===== config.mk =====
export PLATFORM = sky130hd
export DESIGN_NAME = ram64
export DESIGN_NICKNAME = d
export VERILOG_FILES = /design/src/rtl/ram64_pkg.sv /design/src/rtl/ram64_rd_port.sv /design/src/rtl/ram64.sv
export SDC_FILE = /design/constraint.sdc
export NUM_CORES = 1
export LEC_CHECK = 0
export ABC_CLOCK_PERIOD_IN_PS = 1950
export CAP_MARGIN = 30
export CORE_MARGIN = 4
export CORE_UTILIZATION = 59
export DETAILED_ROUTE_END_ITERATION = 12
export PLACE_DENSITY = 0.82
export SLEW_MARGIN = 20
export SYNTH_ARGS = -nofsm -noshare
export SYNTH_HDL_FRONTEND = slang
export SYNTH_HIERARCHICAL = 1
export SYNTH_SLANG_ARGS = --single-unit

===== constraint.sdc =====
create_clock -name clk -period 1.95 [get_ports clk]
set_clock_uncertainty 0.1 [all_clocks]
set_input_delay 0.39 -clock clk [delete_from_list [all_inputs] [get_ports clk]]
set_output_delay 0.39 -clock clk [all_outputs]
set_load 0.02 [all_outputs]

===== src/rtl/ram64_pkg.sv =====
// Shared widths and types for the 8x16 register-file RAM.
// Optional RAM64_BYPASS_EN forwards write data to matching read ports.
package ram64_pkg;

    localparam int DATA_W = 16;
    localparam int ADDR_W = 3;
    localparam int DEPTH  = 2 ** ADDR_W;

    typedef logic [DATA_W-1:0] word_t;
    typedef logic [ADDR_W-1:0] addr_t;

endpackage


===== src/rtl/ram64_rd_port.sv =====
// One combinational read port: word select plus optional write forwarding.
// RAM64_BYPASS_EN adds the write-side inputs and the forwarding compare.
module ram64_rd_port
    import ram64_pkg::*;
#(
    parameter int P_DATA_W = ram64_pkg::DATA_W,
    parameter int P_ADDR_W = ram64_pkg::ADDR_W
) (
    input  logic [P_ADDR_W-1:0]                      rd_addr,
    input  logic [(2**P_ADDR_W)-1:0][P_DATA_W-1:0]   mem,
`ifdef RAM64_BYPASS_EN
    input  logic                                     wr_en,
    input  logic [P_ADDR_W-1:0]                      wr_addr,
    input  logic [P_DATA_W-1:0]                      wr_data,
`endif
    output logic [P_DATA_W-1:0]                      rd_data
);

    always_comb begin
        rd_data = mem[rd_addr];
`ifdef RAM64_BYPASS_EN
        if (wr_en && (wr_addr == rd_addr)) begin
            rd_data = wr_data;
        end
`endif
    end

endmodule


===== src/rtl/ram64.sv =====
// 2**ADDR_W x DATA_W register RAM, one write port, two async read ports.
// Define RAM64_BYPASS_EN to forward d_in to reads of the address being written.
module ram64
    import ram64_pkg::*;
#(
    parameter int DATA_W = ram64_pkg::DATA_W,
    parameter int ADDR_W = ram64_pkg::ADDR_W
) (
    input  logic              clk,
    input  logic              reset,
    input  logic              wr,
    input  logic [ADDR_W-1:0] wr_addr,
    input  logic [DATA_W-1:0] d_in,
    input  logic [ADDR_W-1:0] rd_addr_a,
    input  logic [ADDR_W-1:0] rd_addr_b,
    output logic [DATA_W-1:0] d_out_a,
    output logic [DATA_W-1:0] d_out_b
);

    localparam int NWORDS = 2 ** ADDR_W;

    logic [NWORDS-1:0][DATA_W-1:0] mem_q;
    logic [NWORDS-1:0][DATA_W-1:0] mem_d;

    always_comb begin
        mem_d = mem_q;
        if (wr) begin
            mem_d[wr_addr] = d_in;
        end
    end

    always_ff @(posedge clk or negedge reset) begin
        if (!reset) begin
            mem_q <= '0;
        end else begin
            mem_q <= mem_d;
        end
    end

`ifdef RAM64_BYPASS_EN
    // Forwarding must stay off while reset holds the array at zero.
    logic byp_en;
    assign byp_en = wr & reset;
`endif

    ram64_rd_port #(
        .P_DATA_W (DATA_W),
        .P_ADDR_W (ADDR_W)
    ) u_rd_a (
        .rd_addr (rd_addr_a),
        .mem     (mem_q),
`ifdef RAM64_BYPASS_EN
        .wr_en   (byp_en),
        .wr_addr (wr_addr),
        .wr_data (d_in),
`endif
        .rd_data (d_out_a)
    );

    ram64_rd_port #(
        .P_DATA_W (DATA_W),
        .P_ADDR_W (ADDR_W)
    ) u_rd_b (
        .rd_addr (rd_addr_b),
        .mem     (mem_q),
`ifdef RAM64_BYPASS_EN
        .wr_en   (byp_en),
        .wr_addr (wr_addr),
        .wr_data (d_in),
`endif
        .rd_data (d_out_b)
    );

endmodule


==> out/metrics.csv <==
stage,metric,value,unit
logic_synthesis,synth_seq_area_share,0.454,
global_route,grt-ovfl-total,0,
critical_path,cp.required,1.46,ns
power_and_ir_drop,total_power,0.0103,W
critical_path,path_delay_family,multiplexers,
power_and_ir_drop,power.leakage,3.94,nW
critical_path,rr_startpoint,mem_q[23]$_DFFE_PN0P_,
logic_synthesis,synth_warnings,6,
floorplan,core-area,0.0116,mm2
drt,vias,4256,
critical_path,critPathBufInv,1,
logic_synthesis,synth_top_family_by_area,multiplexers,
layout,syn_to_final_growth,28.4,%
layout,num_antenna_cells,0,
hold_path,hold_class,in2async,
logic_synthesis,synth_fp_nets,421,
layout,largest_reg_flops,128,
logic_synthesis,synth.distinct_cells,17,
logic_synthesis,synth-compound-area-share,0,
sta,rsz0062_at_grt,true,
global_route,first_global_vias,4737,
clock_network,cts_sinks,128,
clock_network,cts_root_buf,clkbuf_16,
critical_path,cp-start-kind,flip-flop,
sta,setup_ws,-0.289,ns
sta,hold_violations,0,
global_route,track_usage,0.269,
drt,vias_per_cell,6.42,
logic_synthesis,syn_area,0.00706,mm2
sta,tightestPinTransition,0.359,ns
critical_path,cp.arrival,1.75,ns
run_status,status,"complete, but fails checks",
power_and_ir_drop,ir_drop,0.00128,V
sta,setup_viol,32,
layout,top_register,mem_q,
global_route,grt_pass1_wl,28000,um
layout,final_core_util,0.784,
drt,drt_wl_total,17600,um
logic_synthesis,synth_mux_area_frac,0.495,
critical_path,r2r_cells,3,
clock_network,cts_made_buffers,17,
global_route,antenna_found_initial,0,
critical_path,cpPeakStageDelay,0.50,ns
critical_path,crit_fanout,3,
logic_synthesis,synth_seq_cells,128,
logic_synthesis,synth_fa_ha_area_frac,0,
logic_synthesis,synth.avg_cell_area,18.0,um2
logic_synthesis,netlist_instances,393,
place,place.gp.congestion,0.742,
floorplan,die_w,117,um
drt,wl_per_cell,26.5,um
clock_network,clkTransAtPathRegs,0.06,ns
clock_network,cts_buffer_depth,2,
critical_path,crit_type,reg2out,
clock_network,cts_tree,built,
floorplan,die-area,0.0138,mm2
job,cap_violations,0,
power_and_ir_drop,p_per_area,1140,mW/mm2
sta,relSlewSlack,0.761,
clock_network,clock_latency,0.41,ns
critical_path,startpoint,mem_q[118]$_DFFE_PN0P_,
layout,nets,536,
critical_path,crit_slowest_cell,mux4_2,
drt,drtAntennaViolNets,0,
drt,dr.first_iter.drc_count,333,
clock_network,htree_levels,4,
critical_path,endpoint_kind,output port,
sta,max_freq,447,MHz
floorplan,rows,39,
floorplan,start_util,0.610,
place,port_buffers,59,
run_status,violations,negative setup slack,
logic_synthesis,synth-xor-area-share,0,
floorplan,fp.dieH,117,um
layout,final_layout_size_suffix_gt1_frac,0.706,
global_route,grt_max_degree,58,
critical_path,r2r_setup_slack,0.80,ns
layout,reg.largest.list,mem_q (128),
drt,drc,0,
logic_synthesis,synth-simple-area-share,0.0161,
critical_path,reg2reg_to,mem_q[23]$_DFFE_PN0P_,
critical_path,path_cells,mux4_2 > mux2_4 > buf_6,
sta,min_period_over_period,1.15,
floorplan,io_pins,60,
sta,fin_crit,2.24,ns
drt,drt_first_pass_iters,4,
place,dp.final_hpwl,9800,um
sta,maxSlewViolCount,0,
[report_power, final]
group / leakage, nW / internal (W) / switching (W) / total, W
combinational: 2.07 / 0.00194 / 0.00107 / 0.00302
clock: 0.327 / 0.00246 / 0.00116 / 0.00362
sequential: 1.54 / 0.00325 / 0.000462 / 0.00371
total: 3.94 / 0.00765 / 0.00270 / 0.0103
[stage by stage]
stage                     setup TNS, ns  instances  hold WS, ns  instance area [um2]  setup WS [ns]
final                             -7.87        663        0.329                 9060         -0.289
after global placement           -42.40        601        0.212                 8200         -0.827
after detailed placement         -46.25        601        0.221                 8200         -0.857
after floorplan                  -0.511        393     -0.00559                 7170        -0.0196
after global routing              -9.07        663        0.356                 9060         -0.328
after CTS                         -8.03        658        0.329                 9020         -0.287
[per-layer routing]
layer	up-vias	track usage	wire length [um]
met5	-	0	0
met3	23	0.0654	1220
met2	165	0.445	9030
li1	1781	-	-
met4	0	0.0880	328
met1	2287	0.353	6980
[cells in the final DEF (no fill, tap or decap)]
master	synthesis	final
mux2_4	10	42
mux4_2	8	64
clkdlybuf4s15_2	0	2
clkbuf_8	0	2
clkbuf_16	0	17
clkinv_2	0	2
dfrtp_1	128	128
buf_12	0	17
nand4_2	1	1
bufinv_16	0	6
dlygate4sd3_1	0	1
mux2_2	150	118
buf_6	13	35
clkbuf_1	4	2
clkdlybuf4s50_1	0	22
buf_16	0	2
nand4b_2	3	3
and4bb_2	1	1
clkinv_4	0	2
nor4b_4	1	1
bufbuf_16	0	2
buf_4	1	48
nor4bb_4	0	2
[final cells by class]
| cell class | instances | area (um2) |
|---|---|---|
| Fill cell | 632 | 2500 |
| Clock inverter | 10 | 208 |
| Tap cell | 143 | 179 |
| Timing Repair Buffer | 129 | 1470 |
| Sequential cell | 128 | 3200 |
| Clock buffer | 21 | 460 |
| Multi-Input combinational cell | 232 | 3540 |
[cells by family (layout without fill, tap and decap cells)]
family / after synthesis / count (layout)
muxes: 224 / 224
DFF: 128 / 128
buffers and inverters: 33 / 160
and+or+nand+nor: 8 / 8
[timing repair]
action	in CTS	in global routing
gates cloned	4	0
gates resized for setup	262	1
hold buffers	1	0
hold endpoints to repair	21	0
setup endpoints to repair	32	32
buffers inserted	21	5
[Yosys cell counts (all sizes together)]
master,instances,share of area
nand4b,3,0.0064
mux2,160,0.26
nand4,1,0.0018
dfrtp,128,0.45
and4bb,1,0.0018
clkbuf,6,0.0035
mux4,64,0.23
buf,27,0.032
nor4bb,2,0.0028
nor4b,1,0.0034
[worst max-delay path by stage]
| stage | endpoint | slack, ns | cells after the start |
|---|---|---|---|
| floorplan | d_out_a[10] | -0.02 | 4 |
| global placement | d_out_b[13] | -0.83 | 5 |
| detailed placement | d_out_b[3] | -0.86 | 5 |
| CTS | d_out_a[6] | -0.29 | 3 |
| global route | d_out_a[6] | -0.33 | 3 |
| finish | d_out_a[6] | -0.29 | 3 |
Note: power is estimated with default switching activity, not from simulation.
